<file path="src/rtl/colour_conversion_pkg.sv">
// Shared constants for the YUV->RGB conversion sequencer: state encodings,
// datapath mux selects and the default memory plane layout.
package colour_conversion_pkg;

  typedef logic [3:0] state_t;

  localparam state_t ST_IDLE   = 4'd0;
  localparam state_t ST_RD_Y   = 4'd1;
  localparam state_t ST_RD_U   = 4'd2;
  localparam state_t ST_RD_V   = 4'd3;
  localparam state_t ST_WAIT_V = 4'd4;
  localparam state_t ST_C0     = 4'd5;
  localparam state_t ST_C1     = 4'd6;
  localparam state_t ST_C2     = 4'd7;
  localparam state_t ST_C3     = 4'd8;
  localparam state_t ST_C4     = 4'd9;
  localparam state_t ST_C5     = 4'd10;
  localparam state_t ST_DONE   = 4'd11;

  localparam logic [1:0] SMUX2_R    = 2'd0;
  localparam logic [1:0] SMUX2_G    = 2'd1;
  localparam logic [1:0] SMUX2_B    = 2'd2;
  localparam logic [1:0] SMUX2_IDLE = 2'd3;

  localparam logic SMUX1_EVEN = 1'b1;
  localparam logic SMUX1_ODD  = 1'b0;

  localparam int DEF_PAIRS  = 38400;
  localparam int DEF_ADDR_W = 18;
  localparam int DEF_Y_BASE = 0;
  localparam int DEF_U_BASE = 38400;
  localparam int DEF_V_BASE = 76800;
  localparam int DEF_W_BASE = 115200;

endpackage

</file>
<file path="src/rtl/colour_conversion_controller.sv">
// Sequencer for the YUV->RGB datapath: per pixel pair it reads Y/U/V words,
// steers six component computations and writes three RGB words.
//
// state  | meaning
// IDLE   | waiting for start
// RD_Y   | read Y word
// RD_U   | read U word, latch Y bytes
// RD_V   | read V word, latch U bytes
// WAIT_V | latch V bytes
// C0..C5 | even R,G,B then odd R,G,B; odd steps write one word each
// DONE   | one-cycle done pulse
module colour_conversion_controller
  import colour_conversion_pkg::*;
#(
  parameter int PAIRS  = DEF_PAIRS,
  parameter int ADDR_W = DEF_ADDR_W,
  parameter int Y_BASE = DEF_Y_BASE,
  parameter int U_BASE = DEF_U_BASE,
  parameter int V_BASE = DEF_V_BASE,
  parameter int W_BASE = DEF_W_BASE
) (
  input  logic              clk,
  input  logic              rst,
  input  logic              start,
  output logic              busy,
  output logic              done,
  output logic              R_en,
  output logic [ADDR_W-1:0] R_addr,
  output logic              W_en,
  output logic [ADDR_W-1:0] W_addr,
  output logic              Yen_even,
  output logic              Yen_odd,
  output logic              Uen_even,
  output logic              Uen_odd,
  output logic              Ven_even,
  output logic              Ven_odd,
  output logic              Smux1,
  output logic [1:0]        Smux2,
  output logic              Temp_en,
  output logic              Cen,
  output logic              end_of_pixel
);

  localparam int K_W = (PAIRS > 1) ? $clog2(PAIRS) : 1;

  localparam logic [ADDR_W-1:0] Y_B = ADDR_W'(Y_BASE);
  localparam logic [ADDR_W-1:0] U_B = ADDR_W'(U_BASE);
  localparam logic [ADDR_W-1:0] V_B = ADDR_W'(V_BASE);
  localparam logic [ADDR_W-1:0] W_B = ADDR_W'(W_BASE);
  localparam logic [K_W-1:0]    K_LAST = K_W'(PAIRS - 1);

  state_t              state_q, state_d;
  logic [K_W-1:0]      k_q, k_d;
  logic [ADDR_W-1:0]   wbase_q, wbase_d;
  logic                last_pair;

  assign last_pair = (k_q == K_LAST);

  always_ff @(posedge clk) begin
    if (rst) begin
      state_q <= ST_IDLE;
      k_q     <= '0;
      wbase_q <= W_B;
    end else begin
      state_q <= state_d;
      k_q     <= k_d;
      wbase_q <= wbase_d;
    end
  end

  always_comb begin
    state_d = state_q;
    k_d     = k_q;
    wbase_d = wbase_q;
    unique case (state_q)
      ST_IDLE: begin
        if (start) begin
          state_d = ST_RD_Y;
          k_d     = '0;
          wbase_d = W_B;
        end
      end
      ST_RD_Y:   state_d = ST_RD_U;
      ST_RD_U:   state_d = ST_RD_V;
      ST_RD_V:   state_d = ST_WAIT_V;
      ST_WAIT_V: state_d = ST_C0;
      ST_C0:     state_d = ST_C1;
      ST_C1:     state_d = ST_C2;
      ST_C2:     state_d = ST_C3;
      ST_C3:     state_d = ST_C4;
      ST_C4:     state_d = ST_C5;
      ST_C5: begin
        if (last_pair) begin
          state_d = ST_DONE;
        end else begin
          state_d = ST_RD_Y;
          k_d     = k_q + K_W'(1);
          wbase_d = wbase_q + ADDR_W'(3);
        end
      end
      ST_DONE: begin
        state_d = ST_IDLE;
        k_d     = '0;
        wbase_d = W_B;
      end
      default: begin
        state_d = ST_IDLE;
        k_d     = '0;
        wbase_d = W_B;
      end
    endcase
  end

  // Outputs are a pure decode of state and pair index.
  always_comb begin
    busy         = 1'b0;
    done         = 1'b0;
    R_en         = 1'b0;
    R_addr       = '0;
    W_en         = 1'b0;
    W_addr       = '0;
    Yen_even     = 1'b0;
    Yen_odd      = 1'b0;
    Uen_even     = 1'b0;
    Uen_odd      = 1'b0;
    Ven_even     = 1'b0;
    Ven_odd      = 1'b0;
    Smux1        = SMUX1_ODD;
    Smux2        = SMUX2_IDLE;
    Temp_en      = 1'b0;
    Cen          = 1'b0;
    end_of_pixel = 1'b0;
    unique case (state_q)
      ST_RD_Y: begin
        busy   = 1'b1;
        R_en   = 1'b1;
        R_addr = Y_B + ADDR_W'(k_q);
      end
      ST_RD_U: begin
        busy     = 1'b1;
        R_en     = 1'b1;
        R_addr   = U_B + ADDR_W'(k_q);
        Yen_even = 1'b1;
        Yen_odd  = 1'b1;
      end
      ST_RD_V: begin
        busy     = 1'b1;
        R_en     = 1'b1;
        R_addr   = V_B + ADDR_W'(k_q);
        Uen_even = 1'b1;
        Uen_odd  = 1'b1;
      end
      ST_WAIT_V: begin
        busy     = 1'b1;
        Ven_even = 1'b1;
        Ven_odd  = 1'b1;
      end
      ST_C0: begin
        busy    = 1'b1;
        Smux1   = SMUX1_EVEN;
        Smux2   = SMUX2_R;
        Temp_en = 1'b1;
      end
      ST_C1: begin
        busy   = 1'b1;
        Smux1  = SMUX1_EVEN;
        Smux2  = SMUX2_G;
        W_en   = 1'b1;
        W_addr = wbase_q;
      end
      ST_C2: begin
        busy    = 1'b1;
        Smux1   = SMUX1_EVEN;
        Smux2   = SMUX2_B;
        Temp_en = 1'b1;
      end
      ST_C3: begin
        busy   = 1'b1;
        Smux1  = SMUX1_ODD;
        Smux2  = SMUX2_R;
        W_en   = 1'b1;
        W_addr = wbase_q + ADDR_W'(1);
      end
      ST_C4: begin
        busy    = 1'b1;
        Smux1   = SMUX1_ODD;
        Smux2   = SMUX2_G;
        Temp_en = 1'b1;
      end
      ST_C5: begin
        busy         = 1'b1;
        Smux1        = SMUX1_ODD;
        Smux2        = SMUX2_B;
        W_en         = 1'b1;
        W_addr       = wbase_q + ADDR_W'(2);
        Cen          = 1'b1;
        end_of_pixel = last_pair;
      end
      ST_DONE: done = 1'b1;
      default: ;
    endcase
  end

endmodule

</file>
<file path="config.mk">
export PLATFORM = sky130hd
export DESIGN_NAME = colour_conversion_controller
export DESIGN_NICKNAME = d
export VERILOG_FILES = /design/src/rtl/colour_conversion_pkg.sv /design/src/rtl/colour_conversion_controller.sv
export SDC_FILE = /design/constraint.sdc
export NUM_CORES = 1
export LEC_CHECK = 0
export BUFFER_PORTS_ARGS = -buffer_cell sky130_fd_sc_hd__buf_4
export CORE_MARGIN = 5
export CORE_UTILIZATION = 40
export CTS_CLUSTER_SIZE = 20
export DETAILED_ROUTE_END_ITERATION = 10
export GPL_ROUTABILITY_DRIVEN = 1
export PLACE_DENSITY = 0.59
export SETUP_SLACK_MARGIN = 0.3
export SLEW_MARGIN = 20
export SYNTH_ARGS = -nofsm -noshare
export SYNTH_HDL_FRONTEND = slang
export SYNTH_SLANG_ARGS = --single-unit
</file>
<file path="constraint.sdc">
create_clock -name clk -period 2.5 [get_ports clk]
set_input_delay 0.5 -clock clk [delete_from_list [all_inputs] [get_ports clk]]
set_output_delay 0.5 -clock clk [all_outputs]
set_load 0.01 [all_outputs]
</file>
==> reports/metrics.yaml <==
run_status:
  status: "completed"
worst_setup_path:
  worstSetupEndpointType: "output pin"
  crit_fanout: 13
  start_kind: "register"
  cp_slowest_stage_delay_ps: 440
  cp_cell_sequence: "buf_6, o2111ai_1, o21ai_0, a31oi_1, buf_4"
  slowest_stage: "o2111ai_1"
  arrival_ps: 1880
  worstSetupPathType: "register to output pin"
  worst_ep_required_time_ps: 2000
  reg2reg_slack_ps: 450
die:
  start_util: 0.4106
  die_w_um: 102.1
  die-area_mm2: 0.01042
  ios: 55
  die_h_um: 102.1
  coreArea_mm2: 0.008258
  core.rowCount: 33
drt:
  drtAntennaViolNets: 0
  vias: 4161
  wl_per_cell_um: 17.57
  first_pass_iters: 5
  drcViolationCount: 0
  drtIter0Drc: 312
  wl_mm: 12.00
  vias_per_cell: 6.092
timing:
  hold_viol: 0
  finalMaxSlewViolations: 0
  fin_ws_ps: 123.2
  slew_headroom: 0.6007
  setup_viol: 0
  rsz0062_at_grt: "true"
  finClkSkew_ps: 11.89
  tightest_slew_ps: 593.5
  layout_min_cycle_time_ps: 2377
  tns_ps: 0
  fin_crit_sh: 0.9507
  clock.fmax_ghz: 0.4207
clock_network:
  cts_max_level: 2
  cts_sinks: 38
  path_clk_slew_ps: 90
  cts_tree: "built"
  insertion_delay_ps: 300
  ctsHoldBuffers: 0
  clk_path_buf_depth: 2
  clockRootBuffer: "clkbuf_8"
  cts_buffers: 5
synth:
  ys.warnings.count: 0
  synth-async-reset-ratio: 0
  synth_fa_ha_area_frac: 0.04059
  syn_area_mm2: 0.003391
  synthFlopType: "dfxtp_1"
  syn_nets: 494
  yosysUniqueCellTypes: 59
  synth_edf_count: 0
  yosys.area_share.xor_xnor: 0.02841
  syn_area_per_cell_um2: 7.064
  syn_inst: 480
  ys_seq_area_frac: 0.2244
  synth-compound-area-share: 0.3159
  synth_top_family_by_area: "compound AO/OA/AOI/OAI gates"
  synth-seq-cells: 38
  yosys-mux-area-fraction: 0
  synth-simple-area-share: 0.3030
layout:
  seqCellArea_um2: 819.5
  layout_common_cells: "buf_4, a21oi_1, nand2_1"
  num-fill-cells: 714
  finalNonFillerCells: 683
  final_common_cell: "buf_4"
  n_antenna_cell: 0
  syn2layout_area_growth_pct: 48.97
  multi_input_area_mm2: 0.002770
  design_area_mm2: 0.005051
  drive_above_1_share: 0.4377
  nets: 591
grt:
  track_usage: 0.2153
  grt_pass1_vias: 3765
  grt_max_degree: 43
  grt_pass1_wl_mm: 18.33
  gr-total-overflow: 0
  grt_antenna_before_repair: 0
placement:
  postPlaceCellArea_mm2: 0.003935
  hpwl_mm: 7.434
  portBuffers: 54
  dp_cells: 626
  finalWeightedCongestion: 0.8967
  post-place-ws_ps: 169.4
worst_hold_path:
  hp-class: "register to register"
power_and_ir_drop:
  irDropWorstVdd_uv: 197.1
  leakagePower_uw: 0.001836
  powerDensity_mw_per_mm2: 353.4
flow_run:
  maxCapViolCount: 0
==> power by group <==
| group | switching [uW] | leakage [uW] | internal (uW) | total (uW) |
|---|---|---|---|---|
| clock network | 253 | 0.0000683 | 400 | 653 |
| registers | 14.8 | 0.000320 | 604 | 619 |
| logic | 283 | 0.00145 | 230 | 513 |
| total | 551 | 0.00184 | 1230 | 1790 |
==> final timing paths <==
kind / start / end / depth (start not counted)
worst min register to register: wbase_q[11] / wbase_q[11] / 1
worst max register to register: wbase_q[1] / wbase_q[15] / 8
worst min-delay path: wbase_q[11] / wbase_q[11] / 1
worst max-delay path: state_q[1] / W_addr[15] / 5
==> flip-flops by register name, indices dropped and copies added (netlist names) <==
name / cells
wbase_q: 18
k_q: 16
state_q: 4
==> critical path, delay by kind of cell, from the launching register on <==
family                 cells  cell delay (ps)
AOI/OAI and AO/OA          3              890
DFF                        1              370
buffers and inverters      2              320
==> logic make-up after synthesis <==
family,Yosys count
buffers and inverters,58
flip-flops,38
adder cells (fa/ha/maj),11
AO/OA/AOI/OAI,167
AND/OR/NAND/NOR,195
XOR/XNOR,11
==> cell type report <==
| type | instances | share of cell area |
|---|---|---|
| Clock buffer | 5 | 0.01362 |
| Timing Repair Buffer | 135 | 0.2237 |
| Sequential cell | 38 | 0.1622 |
| Clock inverter | 3 | 0.01362 |
| Multi-Input combinational cell | 385 | 0.5484 |
| Tap cell | 105 | 0.02601 |
| Inverter | 12 | 0.01239 |
==> synth_stat cells (all sizes together), types with 6 or more instances <==
cell,count,share of area
o21ai,40,0.059
xor2,6,0.015
o21a,7,0.015
nor2,42,0.051
a41oi,7,0.018
dfxtp,38,0.22
clkbuf,20,0.022
a31oi,11,0.020
inv,11,0.012
and2,10,0.018
nand3,19,0.028
o221ai,6,0.015
ha,11,0.041
and3,8,0.015
nand2,46,0.053
nand4,10,0.018
buf,26,0.052
nor2b,11,0.022
a21oi,51,0.080
a311oi,6,0.015
o22ai,7,0.013
nor3,25,0.041
a211oi,8,0.018
==> per-layer routing <==
metal,track usage,vias to the layer above,routed length (um),part of all wire
li1,-,1979,-,-
met2,0.3583,178,5925,0.49
met3,0.04232,25,812,0.068
met5,0,-,0,0
met4,0.06963,0,264,0.022
met1,0.2803,1979,4997,0.42
==> timing repair <==
item | 4_1_cts | 5_1_grt
pin swaps | 18 | 19
resized for setup | 106 | 71
cloned | 0 | 1
buffers inserted | 28 | 20
setup endpoints to repair | 27 | 24
==> per-stage QoR <==
step	hold slack [ps]	utilization	power, uW
global placement	473.6	0.4765	1018
CTS	490.4	0.5588	1715
detailed placement	472.8	0.4765	1020
finish	484.8	0.6117	1785
floorplan	448.6	-	881.2
global route	499.1	0.6117	1858
No activity file was read; power rests on OpenSTA's default activity.
